--- src/rtl/uart_tx_mmio.sv ---
// uart_tx_mmio: memory-mapped UART transmitter with a byte FIFO, a programmable baud divisor and an idle interrupt.
module uart_tx_mmio #(
  parameter int BUS_WIDTH    = 32,
  parameter int FIFO_DEPTH   = 8,
  parameter int DEF_BAUD_DIV = 868
) (
  input  logic                 clk,
  input  logic                 rst,
  input  logic                 sel,
  input  logic                 we,
  input  logic                 re,
  input  logic [BUS_WIDTH-1:0] addr,
  input  logic [BUS_WIDTH-1:0] wdata,
  output logic [BUS_WIDTH-1:0] rdata,
  output logic                 tx,
  output logic                 irq
);
  localparam int AW = $clog2(FIFO_DEPTH);
  typedef enum logic [1:0] {IDLE, START, DATA, STOP} state_t;
  state_t state_q, state_d;
  logic [7:0] mem_q [FIFO_DEPTH];
  logic [AW-1:0] wr_ptr_q, wr_ptr_d, rd_ptr_q, rd_ptr_d;
  logic [AW:0] count_q, count_d;
  logic ovf_q, ovf_d;
  logic [15:0] div_q, div_d, fdiv_q, fdiv_d, cnt_q, cnt_d;
  logic [7:0] sh_q, sh_d;
  logic [2:0] bit_q, bit_d;
  logic [BUS_WIDTH-1:0] rdata_q, rdata_d, status;
  logic wr, rd, full, empty, busy, push, pop, tick;
  logic unused;
  assign unused = ^{addr[BUS_WIDTH-1:4], addr[1:0], wdata[BUS_WIDTH-1:16]};
  assign wr = sel & we;
  assign rd = sel & re;
  assign full = count_q == (AW+1)'(FIFO_DEPTH);
  assign empty = count_q == '0;
  assign busy = state_q != IDLE;
  assign push = wr && addr[3:2] == 2'd0 && !full;
  // count is registered, so a byte pushed this cycle cannot be popped until the next one
  assign pop = state_q == IDLE && !empty;
  assign tick = cnt_q == '0;
  assign tx = state_q == START ? 1'b0 : state_q == DATA ? sh_q[0] : 1'b1;
  assign irq = empty & ~busy;
  assign rdata = rdata_q;
  always_comb begin
    status = '0;
    status[8 +: AW+1] = count_q;
    status[3:0] = {ovf_q, busy, empty, full};
    wr_ptr_d = wr_ptr_q + AW'(push);
    rd_ptr_d = rd_ptr_q + AW'(pop);
    count_d = count_q + (AW+1)'(push) - (AW+1)'(pop);
    ovf_d = (ovf_q & ~(rd && addr[3:2] == 2'd1)) | (wr && addr[3:2] == 2'd0 && full);
    div_d = wr && addr[3:2] == 2'd2 ? (wdata[15:1] == 15'd0 ? 16'd2 : wdata[15:0]) : div_q;
    rdata_d = !rd ? rdata_q : addr[3:2] == 2'd1 ? status : addr[3:2] == 2'd2 ? BUS_WIDTH'(div_q) : '0;
    state_d = state_q;
    fdiv_d = fdiv_q;
    cnt_d = tick ? fdiv_q - 16'd1 : cnt_q - 16'd1;
    sh_d = sh_q;
    bit_d = bit_q;
    case (state_q)
      IDLE: if (pop) begin
        state_d = START;
        sh_d = mem_q[rd_ptr_q];
        fdiv_d = div_q;
        cnt_d = div_q - 16'd1;
      end
      START: if (tick) begin
        state_d = DATA;
        bit_d = '0;
      end
      DATA: if (tick) begin
        sh_d = sh_q >> 1;
        bit_d = bit_q + 3'd1;
        state_d = bit_q == 3'd7 ? STOP : DATA;
      end
      STOP: if (tick) state_d = IDLE;
    endcase
  end
  always_ff @(posedge clk) begin
    if (rst) begin
      state_q <= IDLE;
      wr_ptr_q <= '0;
      rd_ptr_q <= '0;
      count_q <= '0;
      ovf_q <= 1'b0;
      div_q <= 16'(DEF_BAUD_DIV);
      fdiv_q <= '0;
      cnt_q <= '0;
      sh_q <= '0;
      bit_q <= '0;
      rdata_q <= '0;
    end else begin
      state_q <= state_d;
      wr_ptr_q <= wr_ptr_d;
      rd_ptr_q <= rd_ptr_d;
      count_q <= count_d;
      ovf_q <= ovf_d;
      div_q <= div_d;
      fdiv_q <= fdiv_d;
      cnt_q <= cnt_d;
      sh_q <= sh_d;
      bit_q <= bit_d;
      rdata_q <= rdata_d;
    end
  end
  always_ff @(posedge clk) begin
    if (!rst && push) mem_q[wr_ptr_q] <= wdata[7:0];
  end
endmodule

--- config.mk ---
export PLATFORM = sky130hd
export DESIGN_NAME = uart_tx_mmio
export DESIGN_NICKNAME = d
export VERILOG_FILES = /design/src/rtl/uart_tx_mmio.sv
export SDC_FILE = /design/constraint.sdc
export NUM_CORES = 1
export LEC_CHECK = 0
export BUFFER_PORTS_ARGS = -buffer_cell sky130_fd_sc_hd__buf_2
export CELL_PAD_IN_SITES_DETAIL_PLACEMENT = 1
export CELL_PAD_IN_SITES_GLOBAL_PLACEMENT = 2
export CORE_MARGIN = 2
export CORE_UTILIZATION = 37
export CTS_CLUSTER_DIAMETER = 40
export CTS_CLUSTER_SIZE = 24
export DETAILED_ROUTE_END_ITERATION = 12
export MAX_ROUTING_LAYER = met4
export PLACE_DENSITY = 0.89
export RECOVER_POWER = 100
export SLEW_MARGIN = 25
export SYNTH_ARGS = -nofsm -noshare
export SYNTH_HDL_FRONTEND = slang
export SYNTH_SLANG_ARGS = --single-unit
--- constraint.sdc ---
create_clock -name clk -period 3.1 [get_ports clk]
set_input_delay 0.62 -clock clk [delete_from_list [all_inputs] [get_ports clk]]
set_output_delay 0.62 -clock clk [all_outputs]
set_load 0.05 [all_outputs]
Word-level counts from Yosys, hierarchy flattened
Memories as Yosys holds them, arrays and structs flattened. A register that Yosys moved wholly into a read port is not among the register bits.
Cells that the tools add are included.
{"block": "totals", "regBits": 104, "mem_bits_rw": 64, "out_inout_bits": 34, "wordCells": 83, "memories": 1}
{"memory": "mem_q", "words": 8, "width": 8, "rd": 1, "rd_clocked_by_memory_dff": 1, "write_ports": 1, "line_no": "21", "text": "logic [7:0] mem_q [FIFO_DEPTH];"}
{"block": "op_classes", "addsub": 8, "n_eq_ne": 11, "muxes": 23, "bitwise": 7, "n_reduce_logical": 22}
{"op": "$mux 16", "n": 6}
{"op": "$sub 16x1->16 const B", "n": 3}
{"op": "$logic_not 16->1", "n": 1}
{"op": "$mux 8", "n": 2}
{"op": "$pmux 8 s2", "n": 1}
{"op": "$logic_not 15->1", "n": 1}
{"op": "$mux 3", "n": 3}
{"op": "$mux 2", "n": 4}
{"op": "$ne 2x2->1 const B", "n": 4}
{"op": "$pmux 2 s4", "n": 1}
{"op": "$logic_and 1x1->1", "n": 7}
{"op": "$add 3x1->3", "n": 2}
{"op": "$eq 2x2->1 const B", "n": 3}
{"op": "$pmux 3 s2", "n": 1}
{"op": "$reduce_and 3->1", "n": 2}
{"op": "$reduce_bool 2->1", "n": 3}
{"op": "$mux 1", "n": 5}
{"op": "$add 4x1->4", "n": 1}
{"op": "$and 1x1->1", "n": 4}
{"op": "$eq 2x1->1 const B", "n": 2}
{"op": "$eq 4x4->1 const B", "n": 1}
{"op": "$logic_not 2->1", "n": 2}
{"op": "$logic_not 4->1", "n": 1}
{"op": "$reduce_and 4->1", "n": 1}
{"op": "other kinds (7)", "n": 10}

Longest topological paths before layout
Gate-level depths: netlist of the first run.
{"block": "depth", "depth_word": 6, "ltp_mapped": 13, "mapped_depth_nobuf": 12}

Least setup slack after synthesis of the first run
OpenSTA, ideal clock, no wires.
{"block": "synth_path", "kind": "flip-flop to flip-flop", "startpoint": "register cnt_q[13]", "endpoint": "register cnt_q[8]", "setup_ns": 0.095, "t_arrival_ns": 2.638, "required_ns": 3.005, "slack_ns": 0.367, "path_stages_with_launch": 13, "synth_period_minus_slack_ns": 2.733, "path_cell_list": "dfxtp_1 > nor3_1 > nand3_1 > nor2_1 > buf_2 > a21oi_1 > ha_1 > nor3b_1 > nand4bb_1 > o21bai_1 > and2_1 > o21ai_0 > a221oi_1"}
{"block": "synth_between", "elab_chain_len": 4}
{"item": "start, declared", "line_no": "25", "text": "logic [15:0] div_q, div_d, fdiv_q, fdiv_d, cnt_q, cnt_d;"}
{"item": "start signal, assigned", "line_no": "99", "text": "cnt_q <= cnt_d;"}
{"item": "$logic_not 16->1 (*)", "line_no": "40", "text": "assign tick = cnt_q == '0;"}
{"item": "$mux 16 (*)", "line_no": "56", "text": "cnt_d = tick ? fdiv_q - 16'd1 : cnt_q - 16'd1;"}
{"item": "$mux 16", "line_no": "60", "text": "IDLE: if (pop) begin"}
{"item": "$mux 16 (*)", "line_no": "59", "text": "case (state_q)"}
Mark *: on every way between the ends. The rest lies on a longest branch, timed or not.
A chain may end at the register's enable or synchronous reset.

Final worst setup path of the first run
{"block": "layout_path", "startpoint": "register cnt_q[10]", "endpoint": "register cnt_q[14]"}
{"block": "layout_between", "elab_chain_len": 4, "word_cells_on_any_way": 5}
{"item": "$sub 16x1->16 / $logic_not 16->1 (equally long branches)", "line_no": "56, 40"}
{"item": "$mux 16 (*)", "line_no": "56"}
{"item": "$mux 16", "line_no": "60"}
{"item": "$mux 16 (*)", "line_no": "59"}
Marks and branches as above.

==> metrics.cfg, run 1 <==
[flow_run]
drv_cap=1

[yosys]
async_flop_share_pct=0
post-synth-top-area-fraction_pct=27.53
avgSynthCellArea_sq_um=10.50
synth_most_common_cell=dfxtp_1
syn_area_sq_mm=0.006982
synth-main-ff-cell=dfxtp_1
seq_area_frac_synth_pct=52.76
synth_common_cells=dfxtp_1, nand2_1, nor2_1
ys_warn_count=0
synth_seq_cells=152
synth_cell_types=57
synth-edff-count=64
syn_inst=665
synth_area_leader_cell=edfxtp_1
yosys-top-cells-area=edfxtp_1, dfxtp_1, mux4_2, nand2_1, nor2_1

[timing]
finalSetupViolCount=0
worst_slack_ps=213.4
rsz0062_at_grt=false
fin_crit_ps=2887
hold_viol_final=0
max_freq_mhz=346.4
clock_skew_ps=7.574
finalCritPeriodShare_pct=93.12
worst_slew_pin_slew_ps=1511
slew_headroom_pct=-0.7568
tns_ps=0
drv_slew=33

[layout]
drive_above_1_share_pct=10.75
area_growth_syn_to_layout_pct=13.87
stdcell_count=950
diodes=0
fin_nets=793
stdcell_area_sq_mm=0.007950

[worst_setup_path]
worstSetupPathType=flop to flop
cp-end-kind=flop
critPathRequiredTime_ps=3410
cp_max_fo=5
cp_cell_sequence=nor3_1 -> nand3_1 -> nor2_1 -> a21oi_1 -> ha_1 -> nor3b_1 -> nand3b_1 -> a31o_2 -> or4_1 -> o211a_1
startpoint_type=flop
critPathSlowestCell=nor3b_1
max_stage_delay_ps=460
worstPathArrival_ps=3200

[pwr]
leakage_nw=2.809
p_per_area_mw_per_mm2=925.6
ir_drop_v=0.0003830

[clocking]
cts_buffers=17
htreeDepth=4
cts_resized=0
cts_setup_buffers=0
ctsHoldBuffers=0
cts_tree=built
cts_sinks=152
cts-root-buf=clkbuf_16
clock_latency_ps=420
clk_pin_slew_ps=60
cts_buffer_depth=2

[drt]
drc=0
first_iter_violations=372
drt-total-wl_microns=18380
first_pass_iters=4
ant_nets=0
vias_per_cell=5.497
dr_total_vias=5222
wl_per_cell_microns=19.35

[global_routing]
grt_pass1_wl_microns=29850
gr-total-overflow=0
grt_pass1_vias=5613
antenna_found_initial=0
grt_use_total_pct=19.60
grt_start_max_net_pins=86

[floorplanning]
core_sq_mm=0.01858
die_h_microns=141.4
die_area_sq_mm=0.01998
start_util_pct=37.58
dieWidth_microns=141.4
rows=50
ios=103

[outcome]
violations=max-capacitance violations, max-slew violations
status=complete, but fails checks

[min_path]
hold_path_class=primary input to flop

[placement]
place_inst=919
preCtsSetupSlack_ps=254.8
place_area_sq_mm=0.007410
dp_hpwl_microns=12830
place.port_buffers=40
routabilityCongestion=0.8529

==> layout make-up <==
type	instances	area, sq um
sequential	152	3684
clock buffer	17	425.4
multi-input combinational	455	3015
inverter	18	67.56
tap	234	292.8
fill	2030	10630
timing repair buffer	60	275.3
clock inverter	14	190.2
==> cells by family after synthesis <==
family / share of synthesized area [%]
buffers and inverters: 4.857
AO/OA/AOI/OAI: 12.19
AND/OR/NAND/NOR: 16.24
adder cells (fa/ha/maj): 3.692
flip-flops: 52.76
multiplexers: 7.455
XOR/XNOR: 2.760
other: 0.05371
==> where the power goes <==
| part | switching [W] | internal, W | total, W | leakage (nW) |
|---|---|---|---|---|
| combinational | 0.00156 | 0.00101 | 0.00257 | 1.22 |
| clock | 0.000875 | 0.00129 | 0.00216 | 0.292 |
| sequential | 0.000304 | 0.00233 | 0.00263 | 1.30 |
| total | 0.00274 | 0.00462 | 0.00736 | 2.81 |
==> stage by stage <==
step,hold WS (ps),power [W],util (%)
global route,434.8,0.007797,42.79
floorplan,436.5,0.004533,-
global placement,457.1,0.005087,39.88
finish,445.7,0.007359,42.79
detailed placement,478.9,0.005224,39.88
CTS,412.8,0.007417,43.19
==> path summary, 6_finish.rpt <==
| kind | slack (ps) | to | startpoint | cells after the start |
|---|---|---|---|---|
| setup / recovery | 210 | cnt_q[14] | cnt_q[10] | 10 |
| hold / removal | 450 | div_q[9] | wdata[9] | 3 |
| setup reg to reg | 210 | cnt_q[14] | cnt_q[10] | 10 |
| hold reg to reg | 490 | fdiv_q[15] | fdiv_q[15] | 2 |
==> flip-flops by register name (all words and copies together), names as in the netlist <==
| name | count |
|---|---|
| count_q | 4 |
| rd_ptr_q | 3 |
| bit_q | 3 |
| sh_q | 8 |
| state_q | 2 |
| mem_q | 64 |
| cnt_q | 16 |
| ovf_q | 1 |
| div_q | 16 |
| wr_ptr_q | 3 |
| rdata | 16 |
| fdiv_q | 16 |
==> critical path, delay by kind of cell, from the launching register on <==
family / cells / cell delay, ps
DFF: 1 / 400
AOI/OAI and AO/OA: 3 / 720
adders and majority gates: 1 / 240
and+or+nand+nor: 6 / 1420
==> cell usage in the layout, fill, tap and decap left out, drive strengths merged, types with 19 or more instances in the layout <==
cell and count:
nor2 69, inv 23, buf 20, clkbuf 57, nor3 24, edfxtp 64
a21oi 44, ha 19, nand2 86, dfxtp 88
==> layer usage <==
layer  vias to the layer above  share of wire [%]  GRT usage [%]  wire [microns]
met5                         -                  0              -               0
met4                         0                1.1          5.789             203
met3                        20                3.6          3.949             657
met2                       106                 52          33.27            9590
met1                      2641                 43          23.74            7931
li1                       2455                  -              -               -
(Power assumes the default switching activity.)
==> inputs of run 2 (changes only) <==
- GPL_TIMING_DRIVEN: default -> 0
==> run 2 against run 1 <==
The run now ends clean. Combinational power grew 8.2%. Count of clock-buffer cells in the layout grew 1. Final cell count grew 3.9%. Via count grew 2.2%. Worst hold slack gained 12 ps. Design area grew 2.5%. Critical path type unchanged. Largest power group is now combinational logic.
==> metrics.cfg, run 2 (same netlist as run 1, synthesis figures left out) <==
[layout]
fin_nets=829
final_common_cell=dfxtp_1
drive_above_1_share_pct=13.94
largest_reg_flops=64
diodes=0
post-route-util_pct=43.85
area_growth_syn_to_layout_pct=16.68
top_register=mem_q
layout_common_cells=dfxtp_1, nand2_1, nor2_1
fillers=2042

[drt]
vias_per_cell=5.406
wl_met2_microns=9297
top_layer_used=met4
drc=0
wl_per_cell_microns=19.15
ant_nets=0
met3WireLength_microns=808
drt-total-wl_microns=18900
first_iter_violations=331
m1WireLength_microns=8354
first_pass_iters=4
dr_total_vias=5336

[clocking]
ctsHoldBuffers=0
cts_buffer_depth=2
clk_pin_slew_ps=60
cts_buffers=17
cts_tree=built
htreeDepth=4
cts-root-buf=clkbuf_16
cts_sinks=152
clock_latency_ps=430

[pwr]
clkPwrFrac_pct=26.6
leakage_nw=2.923
p_per_area_mw_per_mm2=901.5
p_sw_share_pct=39.38
power_w=0.007344
internal_power_w=0.004452
power_frac_comb_pct=37.8
p_sw_w=0.002892
pwr-share-seq_pct=35.6
ir_drop_v=0.0004165

[timing]
rsz0062_at_grt=true
drv_slew=0
hold_viol_final=0
tns_ps=0
fin_crit_ps=2927
finalCritPeriodShare_pct=94.42
max_freq_mhz=341.6
clock_skew_ps=10.38
slew_headroom_pct=38.74
finalSetupViolCount=0
worst_slew_pin_slew_ps=913.9

[worst_setup_path]
cp-end-kind=flop
startpoint_type=flop
worstPathArrival_ps=3250
worstSetupPathType=flop to flop
cp_max_fo=10
critPathRequiredTime_ps=3420

[placement]
routabilityCongestion=0.8395
place.port_buffers=39
dp_hpwl_microns=13910

[floorplanning]
core_sq_mm=0.01858
dieWidth_microns=141.4
die_h_microns=141.4
rows=50
die_area_sq_mm=0.01998
start_util_pct=37.58
ios=103

[outcome]
status=completed

[global_routing]
grt_pass1_vias=5565
grt_pass1_wl_microns=29680
antenna_found_initial=0
grt_use_total_pct=19.83
gr-total-overflow=0
grt_start_max_net_pins=17

[flow_run]
drv_cap=0

[min_path]
hold_path_class=primary input to flop

## run 2: cell types whose count changed in the layout (fill, tap and decap cells not counted), sizes merged
cell | before | now
buf | 20 | 38
clkinvlp | 3 | 1
clkbuf | 57 | 76
inv | 23 | 28
bufinv | 3 | 0
## run 2: timing repair
item / 4_1_cts / 5_1_grt
pin swaps: 0 / 1
buffers inserted: 0 / 2
setup endpoints to repair: 9 / 6
gates resized for setup: 10 / 8
## run 2: final timing paths
path,slack (ps),cells after the start,from,to
max,170,11,cnt_q[4],cnt_q[14]
min,460,3,wdata[12],div_q[12]
max reg2reg,170,11,cnt_q[4],cnt_q[14]
min reg2reg,480,1,bit_q[0],bit_q[0]
## run 2: power groups by stage
stage / registers, W / clock network (W) / logic (W)
after floorplan: 0.00256 / 0 / 0.00198
after global placement: 0.00258 / 0 / 0.00255
after detailed placement: 0.00260 / 0 / 0.00266
after CTS: 0.00258 / 0.00198 / 0.00273
after global routing: 0.00264 / 0.00206 / 0.00305
final: 0.00261 / 0.00195 / 0.00278
## run 2: metal layers
| layer | vias to the layer above | global-route usage [%] |
|---|---|---|
| li1 | 2546 | - |
| met1 | 2643 | 24.10 |
| met2 | 117 | 32.19 |
| met3 | 30 | 4.016 |
| met4 | 0 | 8.684 |
| met5 | - | - |
## run 2: worst max-delay path, cell delays in order (launching register included)
cell and delay, ps:
dfxtp_1 470, nor4_4 100, nand2_2 150, nor2_4 100, clkbuf_4 210, a21oi_1 220
ha_1 230, nor3b_4 280, nand3b_1 140, a31o_2 270, or4_1 430, o211a_1 230
## run 2: final cells by class
type	count	area, sq um	share of cell area, %
multi-input combinational	455	3093	37.97
buffer	55	275.3	3.379
timing repair buffer	41	177.7	2.181
tap	234	292.8	3.594
inverter	18	67.56	0.8294
clock buffer	18	429.2	5.268
sequential	152	3686	45.25
clock inverter	14	125.1	1.536
## run 2: through the flow
stage	cell area, sq um	hold WS [ps]	setup WS [ps]	std cells
floorplan	7038	436.5	367.1	680
global placement	7526	457.6	-429.2	953
detailed placement	7536	473.1	-496.7	953
CTS	8133	435.7	3.602	985
global route	8147	455.9	-24.61	987
finish	8147	457.3	173.0	987
==> inputs of run 3 (changes only) <==
- ABC_AREA: default -> 1
- CORE_UTILIZATION: 37 -> 34
- PLACE_DENSITY: 0.89 -> 0.88
==> run 3 against run 2 <==
Total power shrank 1.5%. Clock skew is 0.66 ps lower. Sequential cell count did not move. Die area rose by 11%. Sequential share of layout area fell by 0.58 points. Core utilization is 3.3 points lower. Routed wire length rose by 14%. Largest cell class unchanged.
==> metrics.cfg, run 3 <==
[outcome]
status=completed

[layout]
stdcell_area_sq_mm=0.008247
largest_reg_flops=64
area_growth_syn_to_layout_pct=15.94
multi_input_area_sq_mm=0.002865
final_common_cell=nand2_1
fillers=2447
diodes=0
drive_above_1_share_pct=8.085
fin_nets=1016
area.sequential_sq_mm=0.003684
layout_common_cells=nand2_1, nor2_1, inv_1
top_register=mem_q

[drt]
ant_nets=0
dr_total_vias=6152
drt-total-wl_microns=21510
first_pass_iters=4
drc=0
vias_per_cell=5.084
first_iter_violations=296
wl_per_cell_microns=17.77

[floorplanning]
start_util_pct=34.93
rows=52
die_area_sq_mm=0.02209
die_h_microns=148.6
ios=103
dieWidth_microns=148.6
core_sq_mm=0.02036

[pwr]
power_w=0.007232
pwr-share-seq_pct=34.8
p_sw_w=0.002954
p_sw_share_pct=40.84
p_per_area_mw_per_mm2=877.0
ir_drop_v=0.0004387
internal_power_w=0.004279
leakage_nw=3.279
power_frac_comb_pct=36.4
clkPwrFrac_pct=28.8

[clocking]
cts-root-buf=clkbuf_16
htreeDepth=4
clock_latency_ps=440
cts_setup_buffers=0
ctsHoldBuffers=0
clk_pin_slew_ps=70
cts_sinks=152
cts_resized=0
cts_tree=built
cts_buffers=17
cts_buffer_depth=2

[yosys]
seq_area_frac_synth_pct=51.79
synth_cell_types=40
syn_inst=854
synth_seq_cells=152
synth_most_common_cell=nand2_1
synth-edff-count=64
avgSynthCellArea_sq_um=8.329
ys_warn_count=0
synth_area_leader_cell=edfxtp_1
post-synth-top-area-fraction_pct=27.02
synth_common_cells=nand2_1, nor2_1, inv_1
yosys-top-cells-area=edfxtp_1, dfxtp_1, nand2_1, nor2_1, o21ai_0
syn_area_sq_mm=0.007113
async_flop_share_pct=0
synth-main-ff-cell=dfxtp_1

[global_routing]
antenna_found_initial=0
gr-total-overflow=0
grt_pass1_wl_microns=34770
grt.busiest_layer=met2
grt_util_met1_pct=26.04
grt.met3_usage_pct=3.773
grt_start_max_net_pins=17
grt_pass1_vias=6499
grtUsageMet2_pct=35.00
grt_use_total_pct=21.14

[worst_setup_path]
worstPathArrival_ps=2140
startpoint_type=flop
crit-reg2reg-launch=state_q[1]
ff2ff_setup_slack_ps=400
critPathRequiredTime_ps=2480
worstSetupPathType=flop to primary output
cp-end-kind=primary output
r2r-end=count_q[2]
cp_max_fo=16
reg2reg_depth=13

[timing]
clock_skew_ps=9.718
rsz0062_at_grt=false
drv_slew=0
finalSetupViolCount=0
worst_slack_ps=341.7
worst_slew_pin_slew_ps=1272
tns_ps=0
max_freq_mhz=362.5
slew_headroom_pct=14.52
fin_crit_ps=2758
hold_slack_ps=433.9
hold_viol_final=0
finalCritPeriodShare_pct=88.98

[min_path]
worst_hold_startpoint=wdata[15]
hold_path_class=primary input to flop
whs_path_depth=3
hold_end=div_q[15]

[placement]
routabilityCongestion=0.8560
place_area_sq_mm=0.007737
place.port_buffers=40
dp_hpwl_microns=15750
preCtsSetupSlack_ps=36.86

[flow_run]
drv_cap=0

## run 3: cells by family after synthesis
| logic type | synth area share (%) |
|---|---|
| and+or+nand+nor | 21.02 |
| AOI/OAI and AO/OA | 14.37 |
| DFF | 51.79 |
| buffers and inverters | 8.654 |
| adders and majority gates | 3.624 |
| xor gates and xnor gates | 0.4926 |
| other | 0.05272 |
## run 3: power groups by stage
stage / clock network (W) / registers, W / logic (W)
finish: 0.00208 / 0.00252 / 0.00263
global placement: 0 / 0.00255 / 0.00260
detailed placement: 0 / 0.00256 / 0.00267
floorplan: 0 / 0.00252 / 0.00191
global route: 0.00219 / 0.00255 / 0.00301
CTS: 0.00212 / 0.00252 / 0.00270
## run 3: per-stage QoR
| step | util, % | cells |
|---|---|---|
| after floorplan | - | 869 |
| after global placement | 37.85 | 1179 |
| after detailed placement | 37.99 | 1179 |
| after CTS | 40.87 | 1211 |
| after global routing | 40.50 | 1210 |
| final | 40.50 | 1210 |
## run 3: per-layer routing
layer	vias up	wire length [microns]
met5	-	0
met4	0	510
met2	109	10400
met1	3015	9810
met3	32	785
li1	2996	-
## run 3: critical path, stage by stage (launching register included)
cell and delay (ps):
dfxtp_1 360, inv_1 100, ha_1 200, clkbuf_1 190
inv_1 370, nor2_1 80, nor2_1 110, clkbuf_2 290
## run 3: worst max-delay path by stage
stage,startpoint,endpoint,slack (ps),cells after the start
floorplan,state_q[0],tx,610,7
global placement,sel,mem_q[4][3],70,9
detailed placement,state_q[0],count_q[3],40,14
CTS,state_q[0],count_q[3],6,14
global route,state_q[0],tx,40,7
finish,state_q[0],tx,340,7
## run 3: final cells by class
cell class                      instances  share of cell area [%]
Buffer                                 49                   3.186
Tap cell                              270                   4.096
Clock buffer                           17                   5.159
Multi-Input combinational cell        575                   34.74
Clock inverter                         15                   1.942
Sequential cell                       152                   44.67
Inverter                               92                   4.188
Timing Repair Buffer                   40                   2.018
